$ cat src/rtl/if_id_stage_reg.sv
// if_id_stage_reg: IF/ID pipeline register with stall, multi-slot squash window and squash counter
module if_id_stage_reg #(
    parameter int                 INSTR_W      = 16,
    parameter int                 PC_W         = 16,
    parameter logic [INSTR_W-1:0] NOP_INSTR    = 16'h1800,
    parameter int                 FLUSH_CYCLES = 1,
    parameter int                 CNT_W        = 8
) (
    input  logic               clk,
    input  logic               rst,
    input  logic               en,
    input  logic [INSTR_W-1:0] instr_in,
    input  logic [PC_W-1:0]    seq_pc_in,
    input  logic               valid_in,
    input  logic               branch,
    input  logic               branch_haz,
    input  logic               cnt_clr,
    output logic [INSTR_W-1:0] instr_out,
    output logic [PC_W-1:0]    seq_pc_out,
    output logic               valid_out,
    output logic               squash_active,
    output logic [CNT_W-1:0]   squash_cnt
);

    typedef enum logic {IDLE, SQUASH} state_t;

    localparam logic [3:0]       REM_INIT = 4'(FLUSH_CYCLES - 1);
    localparam logic [CNT_W-1:0] CNT_MAX  = '1;

    generate
        if (FLUSH_CYCLES < 1 || FLUSH_CYCLES > 15) begin : g_bad_flush_cycles
            $error("if_id_stage_reg: FLUSH_CYCLES must be in 1..15");
        end
    endgenerate

    state_t     state, state_nxt;
    logic [3:0] remaining, rem_nxt;
    logic       flush, bubble, pass;

    assign flush         = branch | branch_haz;
    assign squash_active = state == SQUASH;

    // Decide the load kind and the next window state; flush beats stall, stall beats the window
    always_comb begin
        state_nxt = state;
        rem_nxt   = remaining;
        bubble    = 1'b0;
        pass      = 1'b0;
        if (flush) begin
            bubble    = 1'b1;
            rem_nxt   = REM_INIT;
            state_nxt = FLUSH_CYCLES > 1 ? SQUASH : IDLE;
        end else if (en && state == SQUASH) begin
            bubble    = 1'b1;
            rem_nxt   = remaining - 4'd1;
            state_nxt = remaining == 4'd1 ? IDLE : SQUASH;
        end else if (en) begin
            pass = 1'b1;
        end
    end

    // Squash window state; a stall leaves it frozen because the decode above keeps it
    always_ff @(posedge clk) begin
        if (rst) begin
            state     <= IDLE;
            remaining <= 4'd0;
        end else begin
            state     <= state_nxt;
            remaining <= rem_nxt;
        end
    end

    // Pipeline payload: bubble loads a NOP, pass copies fetch, otherwise hold
    always_ff @(posedge clk) begin
        if (rst || bubble) begin
            instr_out  <= NOP_INSTR;
            seq_pc_out <= '0;
            valid_out  <= 1'b0;
        end else if (pass) begin
            instr_out  <= instr_in;
            seq_pc_out <= seq_pc_in;
            valid_out  <= valid_in;
        end
    end

    // Saturating count of real instructions thrown away; clear wins over increment
    always_ff @(posedge clk) begin
        if (rst || cnt_clr) begin
            squash_cnt <= '0;
        end else if (bubble && valid_in && squash_cnt != CNT_MAX) begin
            squash_cnt <= squash_cnt + 1'b1;
        end
    end

endmodule
$ cat config.mk
export PLATFORM = sky130hd
export DESIGN_NAME = if_id_stage_reg
export DESIGN_NICKNAME = d
export VERILOG_FILES = /design/src/rtl/if_id_stage_reg.sv
export SDC_FILE = /design/constraint.sdc
export NUM_CORES = 1
export LEC_CHECK = 0
export ABC_AREA = 1
export CAP_MARGIN = 25
export CORE_UTILIZATION = 49
export DETAILED_ROUTE_END_ITERATION = 8
export DONT_BUFFER_PORTS = 1
export PLACE_DENSITY = 0.68
export SYNTH_ARGS = -nofsm -noshare
export SYNTH_HDL_FRONTEND = slang
export SYNTH_SLANG_ARGS = --single-unit
$ cat constraint.sdc
create_clock -name clk -period 1.3 [get_ports clk]
set_input_delay 0.065 -clock clk [delete_from_list [all_inputs] [get_ports clk]]
set_output_delay 0.065 -clock clk [all_outputs]
set_load 0.02 [all_outputs]
* After elaboration in Yosys (flattened, before gate mapping) *
Cells that the tools add are included.

storage, ports and cells
  flip-flop bits (word level) = 46
  input bits = 39
  word-level logic and storage cells = 23

cells by class
  $add $sub $neg = 2
  eq/ne operators = 2
  muxes and demuxes = 6
  bitwise gates (word level) = 1
  reductions and logical operators = 6

operators by type and width
  operator                                           number
  adder 8 x 1 -> 8 bit (second input constant)       1
  inequality test 8 bit (second input constant)      1
  two-way mux 1 bit                                  6
  == test 4 x 1 -> 1 bit (second input constant)     1
  subtractor 4 x 1 -> 4 bit (second input constant)  1
  logical AND 1 bit                                  3
  logical OR 1 bit                                   2
  OR reduction 2 bit                                 1
  bitwise OR 1 bit                                   1

* Logic depth before layout (Yosys ltp) *
  depth in word-level cells = 5
  gate-level depth with buffers = 8
  depth with buffers taken out = 8

* Worst setup path after synthesis *
Ideal clock, no wire load.

  kind = register to register
  from = reg squash_cnt[0]
  to = reg squash_cnt[4]
  setup time = 0.070 ns
  arrival time = 1.308 ns
  required time = 1.230 ns
  path slack = -0.078 ns
  cell stages (with the launch flop) = 8
  path buffers = 0
  period minus slack after synthesis = 1.378 ns
  cell sequence = dfxtp_1 -> ha_1 -> inv_1 -> nor2_2 -> nand2_2 -> nand2_2 -> nand2_1 -> a21oi_1

between the ends
  cells in the longest elaborated chain, start to end = 2
  elaborated cells between the ends (all ways) = 3
  those cells by class = 1 x add/sub; 1 x eq/ne; 1 x reduce/logical

RTL lines
  what                                                                          line  text
  from (decl)                                                                   22    output logic [CNT_W-1:0] squash_cnt
  from (signal assigned)                                                        91    squash_cnt <= squash_cnt + 1'b1;
  parallel branches: the longest is 2 deep, another holds adder 8 x 1 -> 8 bit  n/a

Several ways; the timed one is not identified.
A chain may end at the register's enable or synchronous reset.

* Final worst setup path *
  from = in branch_haz
  to = reg instr_out[15]

between the ends
  cells in the longest elaborated chain, start to end = 3
  elaborated cells between the ends (all ways) = 4
  those cells by class = 2 x mux; 1 x bitwise; 1 x reduce/logical

RTL lines
  what                  line  text
  from (decl)           16    input logic branch_haz,
  bitwise OR 1 bit (*)  40    assign flush = branch | branch_haz;
  two-way mux 1 bit     49    if (flush) begin
  logical OR 1 bit      75    if (rst || bubble) begin
  to (signal assigned)  80    instr_out <= instr_in;
  to (decl)             18    output logic [INSTR_W-1:0] instr_out,

Mark *: on every way between the ends. The rest lies on a longest branch, timed or not.

==> impl_metrics.csv <==
group,metric,value,unit
outcome,status,"finished clean",
pwr,total_power,2.919,mW
logic_synthesis,synth_top_family_by_area,"simple AND/OR/NAND/NOR gates",
timing,holdWs,0.01730,ns
setup_path,critPathKind,"primary input to flop",
logic_synthesis,syn_nets,291,
hold_path,whs_path_depth,3,
timing,tightest_slew,0.3615,ns
timing,slew_viol_final,0,
final_layout,syn2layout_area_growth,38.59,%
hold_path,min_to,"remaining[3]",
hold_path,hold_path_class,"primary input to flop",
die,rows,22,
die,core,0.003661,mm2
die,start_util,0.5075,
flow_run,drv_cap,0,
logic_synthesis,syn_avg_cell_area,7.462,um2
grt,grt_pass1_wl,7100,um
clock_network,cts_tree,"yes",
setup_path,r2r-start,"squash_cnt[0]",
routing,drc,0,
logic_synthesis,muxShareOfSynthArea,0,
routing,drtIter0Drc,73,
logic_synthesis,synth_seq_cells,46,
routing,vias,1785,
clock_network,cts.reportedPaths.clkPinSlew,0.09,ns
timing,min_period,1.231,ns
logic_synthesis,synthXorXnorAreaFrac,0.004714,
clock_network,cts_max_level,2,
setup_path,startpoint_type,"primary input",
pwr,leakage,0.9960,nW
logic_synthesis,synthSimpleGateAreaFrac,0.2801,
place,numPortBuffers,0,
place,gp_congestion,0.7722,
die,fp.dieH,63.58,um
pwr,ir_drop,0.6905,mV
logic_synthesis,synth_area,0.001858,mm2
grt,grt_pass1_vias,1604,
clock_network,postCtsSetupBuffers,0,
timing,slew_headroom,0.7581,
timing,min_period_over_period,0.9466,
final_layout,fin_nets,345,
logic_synthesis,synth_fa_ha_area_frac,0.02020,
place,hpwl,2760,um
pwr,power_density,1134,mW/mm2
routing,drt_wl_total,4460,um
final_layout,mostFrequentLayoutCell,"nor2_1",
routing,ant_nets,0,
setup_path,reg2reg_slack,0.08,ns
routing,wl_per_cell,12.67,um
timing,fin_skew,0.004634,ns
setup_path,critPathMaxFanout,21,
setup_path,cp-end-kind,"flop",
setup_path,r2r_end,"squash_cnt[6]",
clock_network,cts_buffer_depth,2,
logic_synthesis,yosysSeqAreaShare,0.4956,
clock_network,clock_latency,0.29,ns
clock_network,cts_sinks,46,
final_layout,layout_common_cells,"72 x nor2_1, 44 x dfxtp_1, 38 x dlygate4sd3_1",
grt,grt_util_all_layers,0.2247,
setup_path,reg2reg_depth,6,
timing,setup_viol,0,
routing,via_per_inst,5.071,
grt,antenna_found_initial,0,
hold_path,min-delay-start,"rst",
place,dp_slack,0.009152,ns
die,boundaryPins,81,
logic_synthesis,netlist-cell-type-count,25,
timing,hold_viol,0,
grt,grt_max_degree,22,
final_layout,diodes,0,
die,die-area,0.004042,mm2
logic_synthesis,syn_inst,249,
logic_synthesis,synth-compound-area-share,0.1347,
setup_path,worstPathRequired,1.53,ns
die,die_w,63.58,um
final_layout,layout-drive-gt1-share,0.1447,
routing,firstDrtPassIters,4,
timing,setup_slack,0.06947,ns
setup_path,crit_arrival,1.46,ns
clock_network,cts-root-buf,"clkbuf_8",
grt,overflow,0,
logic_synthesis,yosys_warnings,0,
timing,fmax,812.7,MHz
clock_network,cts_made_buffers,5,
final_layout,fillCellCount,299,
[stage by stage]
step / TNS (ns) / area [um2] / util / std cells
after detailed placement: 0 / 2016 / 0.5506 / 305
after global placement: 0 / 2016 / 0.5506 / 305
after floorplan: 0 / 1861 / - / 249
after CTS: 0 / 2539 / 0.6934 / 351
final: 0 / 2575 / 0.7033 / 352
after global routing: -0.0009593 / 2575 / 0.7033 / 352
[worst max-delay path, cell delays in order]
cell and delay (ns):
dlygate4sd3_1 0.57, nor2_4 0.17, nand2_2 0.11, nor2_4 0.15, buf_12 0.16, o21ai_0 0.10
nor2_1 0.13
[kinds of logic after synthesis]
group                    Yosys count
flip-flops                        46
adder cells (fa/ha/maj)            3
AND/OR/NAND/NOR                  123
AO/OA/AOI/OAI                     48
buffers and inverters             28
XOR/XNOR                           1
[cells in the mapped netlist, drive strengths merged]
master / count / area (um2)
o21ai: 35 / 175.2
clkinv: 1 / 3.750
buf: 7 / 41.29
nand3: 11 / 60.06
nand2: 31 / 128.9
and3: 1 / 6.260
a311oi: 1 / 8.760
nor3: 2 / 10.01
dfxtp: 46 / 920.9
ha: 3 / 37.54
o21a: 1 / 7.510
clkbuf: 3 / 11.26
nand4: 2 / 12.51
xor2: 1 / 8.760
inv: 17 / 63.81
a21oi: 11 / 58.81
nor2: 76 / 302.8
[worst max path at each step]
stage / to / slack, ns / start / cells after the start
6_report: instr_out[15] / 0.07 / branch_haz / 7
5_1_grt: squash_cnt[4] / -0.001 / squash_cnt[4] / 6
4_1_cts: squash_cnt[4] / 0.002 / squash_cnt[1] / 7
3_5_place_dp: squash_cnt[4] / 0.009 / squash_cnt[0] / 7
3_3_place_gp: squash_cnt[4] / 0.09 / squash_cnt[0] / 7
2_1_floorplan: squash_cnt[4] / 0.04 / squash_cnt[0] / 7
[cell type report]
| type | count | area (um2) | area share |
|---|---|---|---|
| well taps | 48 | 60.06 | 0.02332 |
| clock inverters | 3 | 68.82 | 0.02672 |
| multi-input cells | 176 | 850.8 | 0.3304 |
| repair buffers | 56 | 535.5 | 0.2080 |
| clock buffers | 5 | 68.82 | 0.02672 |
| inverters | 18 | 67.56 | 0.02624 |
| flip-flops and latches | 46 | 923.4 | 0.3586 |
[flip-flops by register name, indices dropped and copies added (netlist names)]
name           count
remaining          4
valid_out          1
instr_out         16
seq_pc_out        16
squash_cnt         8
squash_active      1
[metal layers]
| metal | GRT usage | vias to the layer above | wire [um] |
|---|---|---|---|
| met3 | 0.07790 | 4 | 350 |
| li1 | - | 902 | - |
| met5 | 0 | - | 0 |
| met4 | 0.07670 | 0 | 48 |
| met2 | 0.3949 | 71 | 2275 |
| met1 | 0.2486 | 808 | 1786 |
[timing repair]
action,in CTS,in global routing
pin swaps,0,1
endpoints found under the setup margin,2,9
resized for setup,1,9
cloned,0,1
hold endpoints to repair,39,0
hold buffers,38,0
[power by group]
| part | switching (mW) | total (mW) | internal (mW) |
|---|---|---|---|
| combinational | 0.107 | 0.233 | 0.126 |
| clock | 0.472 | 1.24 | 0.770 |
| sequential | 0.0229 | 1.44 | 1.42 |
| total | 0.602 | 2.92 | 2.32 |
(Power assumes the default switching activity.)
